===== config.mk =====
export PLATFORM = sky130hd
export DESIGN_NAME = m65_keyb_matrix_fifo
export DESIGN_NICKNAME = d
export VERILOG_FILES = /design/src/rtl/m65_keyb_matrix_fifo_pkg.sv /design/src/rtl/m65_keyb_matrix_fifo_key_event_fifo.sv /design/src/rtl/m65_keyb_matrix_fifo.sv
export SDC_FILE = /design/constraint.sdc
export NUM_CORES = 1
export LEC_CHECK = 0
export ABC_CLOCK_PERIOD_IN_PS = 5800
export BUFFER_PORTS_ARGS = -buffer_cell sky130_fd_sc_hd__clkbuf_2
export CAP_MARGIN = 40
export CORE_MARGIN = 8
export CORE_UTILIZATION = 30
export CTS_CLUSTER_SIZE = 10
export DETAILED_ROUTE_END_ITERATION = 10
export SLEW_MARGIN = 20
export SYNTH_ARGS = -nofsm -noshare
export SYNTH_HDL_FRONTEND = slang
export SYNTH_HIERARCHICAL = 1
export SYNTH_SLANG_ARGS = --single-unit

===== constraint.sdc =====
create_clock -name clk -period 5.8 [get_ports clk]
set_clock_uncertainty 0.15 [all_clocks]
set_input_delay 0.29 -clock clk [delete_from_list [all_inputs] [get_ports clk]]
set_output_delay 0.29 -clock clk [all_outputs]
set_load 0.01 [all_outputs]

===== src/rtl/m65_keyb_matrix_fifo_pkg.sv =====
// m65_keyb_pkg: shared register bit positions, FIFO entry layout and key-to-matrix mapping
package m65_keyb_pkg;

   localparam int KB_PEN = 0;
   localparam int KB_EXT = 1;
   localparam int KB_RLS = 2;
   localparam int KB_ERR = 3;
   localparam int KB_BSY = 7;

   localparam int ENT_W       = 8;
   localparam int ENT_RLS     = 7;
   localparam int ENT_KEY_MSB = 6;

   function automatic int key_row(input int k, input int cols);
      return k / cols;
   endfunction

   function automatic int key_col(input int k, input int cols);
      return k % cols;
   endfunction

endpackage


===== src/rtl/m65_keyb_matrix_fifo_key_event_fifo.sv =====
// key_event_fifo: synchronous event queue with extra-bit pointers, flush and overflow flag
module key_event_fifo #(
   parameter int W     = 8,
   parameter int DEPTH = 8
) (
   input  logic         clk,
   input  logic         rst_n,
   input  logic         push,
   input  logic         pop,
   input  logic         flush,
   input  logic [W-1:0] din,
   output logic [W-1:0] head,
   output logic         empty,
   output logic         full,
   output logic         overflow
);

   localparam int AW = $clog2(DEPTH);

   logic [W-1:0] mem [DEPTH];
   logic [AW:0]  wr;
   logic [AW:0]  rd;
   logic         do_pop;
   logic         do_push;

   assign empty    = wr == rd;
   assign full     = (wr[AW] != rd[AW]) && (wr[AW-1:0] == rd[AW-1:0]);
   assign do_pop   = pop & ~empty & ~flush;
   assign do_push  = push & ~flush & (~full | do_pop);
   assign overflow = push & ~flush & full & ~do_pop;
   assign head     = mem[rd[AW-1:0]];

   // pointer update; flush wins over any push or pop in the same cycle
   always_ff @(posedge clk or negedge rst_n)
      if (!rst_n) begin
         wr <= '0;
         rd <= '0;
      end else if (flush) begin
         wr <= '0;
         rd <= '0;
      end else begin
         if (do_push) wr <= wr + 1'b1;
         if (do_pop) rd <= rd + 1'b1;
      end

   // storage needs no reset: entries are only read once written
   always_ff @(posedge clk)
      if (do_push) mem[wr[AW-1:0]] <= din;

endmodule


===== src/rtl/m65_keyb_matrix_fifo.sv =====
// m65_keyb_matrix_fifo: key state map, active-low ROWS x COLS matrix and CPU-visible event FIFO
module m65_keyb_matrix_fifo
   import m65_keyb_pkg::*;
#(
   parameter int ROWS       = 8,
   parameter int COLS       = 5,
   parameter int KEYW       = 7,
   parameter int FIFO_DEPTH = 8
) (
   input  logic            clk,
   input  logic            rst_n,
   input  logic [KEYW-1:0] key_num,
   input  logic            key_status_n,
   input  logic [ROWS-1:0] row_sel_n,
   output logic [COLS-1:0] col_n,
   input  logic            rd_scancode,
   input  logic            rd_status,
   input  logic            flush,
   output logic [7:0]      scancode_dout,
   output logic [7:0]      kbstatus_dout,
   output logic            irq_n
);

   localparam int NKEYS = 2 ** KEYW;

   logic [1:0]       rst_sync;
   logic             rst_i;
   logic [NKEYS-1:0] state;
   logic             pressed;
   logic             ev;
   logic [6:0]       key7;
   logic [7:0]       head;
   logic             empty;
   logic             overflow;
   logic             err;
   logic [COLS-1:0]  act [ROWS];
   logic [COLS-1:0]  hit;
   logic [7:0]       kb_next;

   // reset asserts immediately, deasserts two clocks after rst_n rises
   always_ff @(posedge clk or negedge rst_n)
      if (!rst_n) rst_sync <= 2'b00;
      else rst_sync <= {rst_sync[0], 1'b1};

   assign rst_i   = rst_sync[1];
   assign pressed = ~key_status_n;
   assign ev      = state[key_num] ^ pressed;
   assign key7    = 7'(key_num);

   // commit the scanned key's state whenever it differs from the map
   always_ff @(posedge clk or negedge rst_i)
      if (!rst_i) state <= '0;
      else if (ev) state[key_num] <= pressed;

   key_event_fifo #(.W(ENT_W), .DEPTH(FIFO_DEPTH)) u_fifo (
      .clk      (clk),
      .rst_n    (rst_i),
      .push     (ev),
      .pop      (rd_scancode),
      .flush    (flush),
      .din      ({key_status_n, key7}),
      .head     (head),
      .empty    (empty),
      .full     (),
      .overflow (overflow)
   );

   for (genvar k = 0; k < ROWS * COLS; k++) begin : g_key
      if (k < NKEYS) begin : g_on
         assign act[key_row(k, COLS)][key_col(k, COLS)] = state[k] & ~row_sel_n[key_row(k, COLS)];
      end else begin : g_off
         assign act[key_row(k, COLS)][key_col(k, COLS)] = 1'b0;
      end
   end

   // selected rows are wire-ORed onto the column lines
   always_comb begin
      hit = '0;
      for (int r = 0; r < ROWS; r++) hit = hit | act[r];
   end

   // status byte built from the current head and sticky error
   always_comb begin
      kb_next          = '0;
      kb_next[KB_PEN]  = ~empty;
      kb_next[KB_EXT]  = 1'b0;
      kb_next[KB_RLS]  = ~empty & head[ENT_RLS];
      kb_next[KB_ERR]  = err;
      kb_next[KB_BSY]  = 1'b0;
   end

   // sticky overflow error; an overflow beats a same-cycle status read
   always_ff @(posedge clk or negedge rst_i)
      if (!rst_i) err <= 1'b0;
      else err <= ~flush & (overflow | (err & ~rd_status));

   // registered CPU-facing and matrix outputs
   always_ff @(posedge clk or negedge rst_i)
      if (!rst_i) begin
         col_n         <= '1;
         scancode_dout <= 8'h00;
         kbstatus_dout <= 8'h00;
         irq_n         <= 1'b1;
      end else begin
         col_n         <= ~hit;
         scancode_dout <= empty ? 8'h00 : {1'b0, head[ENT_KEY_MSB:0]};
         kbstatus_dout <= kb_next;
         irq_n         <= empty;
      end

endmodule


# Word-level counts from Yosys, hierarchy flattened
# Memory sizes are Yosys's and may differ from the RTL's.
# Cells that the tools add are included.
# Widths: inputs -> output; s select.
[totals] regBits=156 mem_bits_rw=64 in_bits=21 out_inout_bits=22 word_cells=107 n_memories=1
[op_classes] n_addsub=2 order_cmp=2 n_eq_ne=3 n_mux=12 bitwise_logic=74 reduce_logical=4
[mem_list] memory="u_fifo.mem" depth=8 width=8 read_ports=1 rd_ports_with_merged_regs=0 wr=1 line_no="m65_keyb_matrix_fifo_key_event_fifo.sv:20" text="logic [W-1:0] mem [DEPTH];"
[ops] operator="$bwmux 128" count=1
[ops] operator="$and 1x1->1" count=49
[ops] operator="$or 5x5->5" count=7
[ops] operator="$mux 4" count=4
[ops] operator="$not 1->1" count=14
[ops] operator="$add 4x1->4 const B" count=2
[ops] operator="$lt 7x8->1 const B" count=1
[ops] operator="$bmux 1 s7" count=1
[ops] operator="$demux 1 s7" count=1
[ops] operator="$ge 7x1->1 const B" count=1
[ops] operator="$mux 7" count=1
[ops] operator="$not 5->5" count=1
[ops] operator="$eq 4x4->1" count=1
[ops] operator="$mux 1" count=4
[ops] operator="$reduce_bool 2->1" count=2
[ops] operator="$eq 3x3->1" count=1
[ops] operator="$logic_and 1x1->1" count=2
[ops] operator="$or 1x1->1" count=2
[ops] operator="$ne 1x1->1" count=1
[ops] operator="$xor 1x1->1" count=1

# Logic depth before layout (Yosys ltp)
[depth] depth_word=10 depth_mapped=16 mapped_depth_nobuf=11

# Hierarchy
# The synthesis kept the hierarchy.
[by_module_without_submodules] mod="m65_keyb_matrix_fifo" n_inst=1 cells_per_inst=961 area_per_inst_um2=8279.2 seq_area_each_um2=3686.0
[by_module_without_submodules] mod="key_event_fifo" n_inst=1 cells_per_inst=179 area_per_inst_um2=3223.1 seq_area_each_um2=2122.0

# Worst setup path after synthesis
# OpenSTA, ideal clock, no wires.
[synth_timing] kind="register to register" startpoint="register state[70]" endpoint="memory u_fifo.mem[1][0], enable pin" setup_ns=0.398 t_arrival_ns=4.030 required_time_ns=5.252 path_slack_ns=1.222 stages_incl_launch_ff=12 path_buffers=2 synth_period_minus_slack_ns=4.578 path_cell_list="dfrtp_1 -> mux4_2 -> or2_2 -> a221oi_1 -> and3b_1 -> a211oi_2 -> buf_2 -> nand2_1 -> xnor2_1 -> buf_2 -> or3b_2 -> nor4b_1"
[synth_via] elab_chain_len=7
[synth_lines] element="start, declared" line_no="m65_keyb_matrix_fifo.sv:28" text="logic [NKEYS-1:0] state;"
[synth_lines] element="start signal, assigned by index" line_no="m65_keyb_matrix_fifo.sv:53" text="else if (ev) state[key_num] <= pressed;"
[synth_lines] element="$bmux 1 s7" line_no="m65_keyb_matrix_fifo.sv:47" text="assign ev = state[key_num] ^ pressed;"
[synth_lines] element="$mux 1 (implied by the code)" line_no="m65_keyb_matrix_fifo.sv:47"
[synth_lines] element="$xor 1x1->1" line_no="m65_keyb_matrix_fifo.sv:47"
[synth_lines] element="via ev" line_no="m65_keyb_matrix_fifo.sv:30" text="logic ev;"
[synth_lines] element="$and 1x1->1 (2 in a row)" line_no="m65_keyb_matrix_fifo_key_event_fifo.sv:29" text="assign do_push = push & ~flush & (~full | do_pop);"
[synth_lines] element="$mux 1" line_no="m65_keyb_matrix_fifo_key_event_fifo.sv:48" text="if (do_push) mem[wr[AW-1:0]] <= din;"
[synth_lines] element="$mux 1 (implied by the code)" line_no="m65_keyb_matrix_fifo_key_event_fifo.sv:48"
[synth_lines] element="end, declared" line_no="m65_keyb_matrix_fifo_key_event_fifo.sv:20"
# The timed path passes the listed nets, and every way through them passes these cells. The select of a mux whose other input is x is not followed.

# Worst setup path in the final report
[layout_timing] startpoint="input key_num[6]" endpoint="memory u_fifo.mem[5][5], enable pin"
[layout_via] elab_chain_len=7
[layout_lines] element="start, declared" line_no="m65_keyb_matrix_fifo.sv:12" text="input logic [KEYW-1:0] key_num,"
[layout_lines] element="$bmux 1 s7" line_no="m65_keyb_matrix_fifo.sv:47"
[layout_lines] element="$mux 1 (implied by the code)" line_no="m65_keyb_matrix_fifo.sv:47"
[layout_lines] element="$xor 1x1->1" line_no="m65_keyb_matrix_fifo.sv:47"
[layout_lines] element="via ev" line_no="m65_keyb_matrix_fifo.sv:30"
[layout_lines] element="$and 1x1->1 (2 in a row)" line_no="m65_keyb_matrix_fifo_key_event_fifo.sv:29"
[layout_lines] element="$mux 1" line_no="m65_keyb_matrix_fifo_key_event_fifo.sv:48"
[layout_lines] element="$mux 1 (implied by the code)" line_no="m65_keyb_matrix_fifo_key_event_fifo.sv:48"
# The timed path passes the listed nets, and every way through them passes these cells. The select of a mux whose other input is x is not followed.

==> impl_metrics.ini <==
[critical_path]
crit_type = in -> reg
worstPathRequired_ps = 5810
critPathArrivalTime_ps = 4490
crit_path_start = key_num[6]
r2r_slack_ps = 1690
worstReg2RegEnd = u_fifo/mem[5][5]
r2r-start = state[68]
start_kind = input pin
endpoint_kind = register
endpoint = u_fifo/mem[5][5]
critPathMaxFanout = 17
ff2ff_path_depth = 11

[route]
postRouteAntennaNets = 0
first_iter_violations = 1131
remaining_drc_errors = 0
routedWlPerCell_um = 20.6
num_vias = 9449
drtPass1Iterations = 5
routed_wirelength_mm = 35.3
via_per_inst = 5.51

[floorplanning]
placement_rows = 71
die_x_um = 212
coreArea_um2 = 37800
dieHeight_um = 212
ios = 43
start_util_pct = 30.5
dieArea_um2 = 44900

[logic_synthesis]
synth_cell_types = 67
ys.flop_type = dfrtp_1
synth.area.top_cells = dfrtp_1 (32%), edfxtp_1 (17%), a22oi_1 (9.1%)
synth_top_area_share_pct = 32.4
synth_area_um2 = 11500
synth-edff-count = 64
post-synth-top-area-cell = dfrtp_1
synth-async-reset-ratio_pct = 70.8
ys_seq_elements = 219
yosysMostFrequentCell = dfrtp_1
avgSynthCellArea_um2 = 10.1
synth_common_cells = dfrtp_1 (149), a22oi_1 (140), inv_1 (138), o21ai_0 (123), nor2_1 (111)
ys_seq_area_share_pct = 50.5
synth_cells = 1140
yosys_warnings = 6

[layout]
nNetsFinal = 1207
multi_input_area_um2 = 4840
regArea_um2 = 5810
drive_above_1_share_pct = 14.0
area_growth_pct = 16.0
instances_no_fill = 1716
n_fill_cell = 3761
stdcell_area_um2 = 13300

[global_routing]
first_global_vias = 9123
grt_first_pass_wirelength_mm = 55.1
grt_max_degree = 154
grtUsageTotal_pct = 15.5
overflow = 0
antenna_found_initial = 1

[cts]
clock_latency_ps = 550
path_clk_slew_ps = 50
cts-resized-gates = 0
hold_buffers = 16
cts_made_buffers = 26
root_buffer = clkbuf_16
cts_max_level = 1
post_cts.repair.setup_buffers = 0
clockBufferDepth = 3
cts_tree = done
cts.sinks = 219

[power_and_ir_drop]
ir_drop_mv = 0.202
clockPowerShare_pct = 39.6
power_leakage_uw = 0.00580
cellPowerDensity_nw_per_um2 = 285
power_switching_share_pct = 27.4
p_seq_share_pct = 44.7
p_switching_uw = 1040
comb_power_share_pct = 15.8
p_int_uw = 2760

[timing]
setup_ws_ps = 1330
final_max_slew_viol_count = 0
finalSetupViolCount = 0
setup_tns_ps = 0
fin_crit_ps = 4470
max-slew-margin-rel_pct = 38.4
fin_crit_sh_pct = 77.1
fmax_mhz = 223
tightest_slew_ps = 913
finalHoldViolations = 0
rsz0062_at_grt = no

[min_path]
min_path_type = in -> reg

[run]
drv_cap = 0

[placement]
post-place-ws_ps = 1210
post_dp_cell_area_um2 = 12400
dp_cells = 1651
io_buffer_count = 36
dp_hpwl_mm = 22.9
gp_congestion = 0.909

[outcome]
status = completed
[per-stage QoR]
stage               utilization [%]  total power (µW)  hold WS, ps
floorplan                         -              2130         -156
CTS                            35.3              3830         2.35
global placement               32.5              2300        -72.8
global route                   35.3              3950         13.4
finish                         35.3              3800         10.7
detailed placement             32.9              2330        -70.5
[layout by cell type (no fill, tap or decap), types with 26 or more instances in the layout]
cell type	instances
inv_1	138
clkbuf_16	26
clkbuf_2	36
o21ai_0	123
a22oi_1	140
edfxtp_1	64
nor3_1	46
buf_4	36
mux2i_1	31
nand2_1	38
nor2_1	111
dfrtp_1	148
[layout make-up]
cell class / count / share of cell area, %
diodes: 1 / 0.0188
clock buffers: 47 / 5.62
clock inverters: 1 / 0.122
inverters: 141 / 3.97
multi-input cells: 700 / 36.3
flip-flops and latches: 219 / 43.6
well taps: 511 / 4.79
repair buffers: 96 / 5.61
[flip-flops by register name, indices dropped and copies added (netlist names)]
| register | flops |
|---|---|
| state | 128 |
| u_fifo/mem | 64 |
| scancode_dout | 7 |
| col_n | 5 |
| u_fifo/rd | 4 |
| u_fifo/wr | 4 |
| kbstatus_dout | 3 |
| rst_sync | 2 |
| err | 1 |
| irq_n | 1 |
[kinds of logic (layout without fill, tap and decap cells)]
family / after synthesis / after routing / share of synthesized area (%)
buf+inv: 226 / 285 / 8.32
xor+xnor: 7 / 7 / 1.09
simple gates: 268 / 268 / 10.9
other cells: 2 / 8 / 0.0653
compound gates: 348 / 348 / 20.2
mux: 68 / 68 / 8.73
flops: 219 / 219 / 50.5
fa+ha+maj: 2 / 2 / 0.218
[critical path, stage by stage]
cell and delay (ps):
dlygate4sd3_1 540, clkbuf_2 200, nor2_1 480, nand3_1 640, o22ai_1 650, a211oi_4 80, nand2_1 130, xnor2_1 130
buf_4 170, nor2b_1 230, nand2_1 190, nor4b_2 760
[worst min-delay path by stage]
stage / startpoint / end / depth (start not counted)
after global routing: row_sel_n[0] / col_n[0] / 3
after detailed placement: rst_n / rst_sync[0] / 1
after floorplan: rst_n / rst_sync[0] / 0
final: row_sel_n[3] / col_n[4] / 3
after global placement: rst_n / rst_sync[0] / 1
after CTS: row_sel_n[3] / col_n[4] / 3
[per-layer routing]
metal / up-vias / GRT usage [%] / share of wire, %
met4: 0 / 5.66 / 4.0
met5: - / 0 / 0
met3: 93 / 2.84 / 8.9
li1: 4218 / - / -
met1: 4660 / 21.4 / 42
met2: 478 / 24.0 / 45
[power groups by stage]
stage	sequential (µW)	combinational (µW)	clock, µW
CTS	1700	604	1530
floorplan	1740	394	0
finish	1700	600	1510
detailed placement	1730	595	0
global route	1710	649	1590
global placement	1740	563	0
Note: power is estimated with default switching activity, not from simulation.
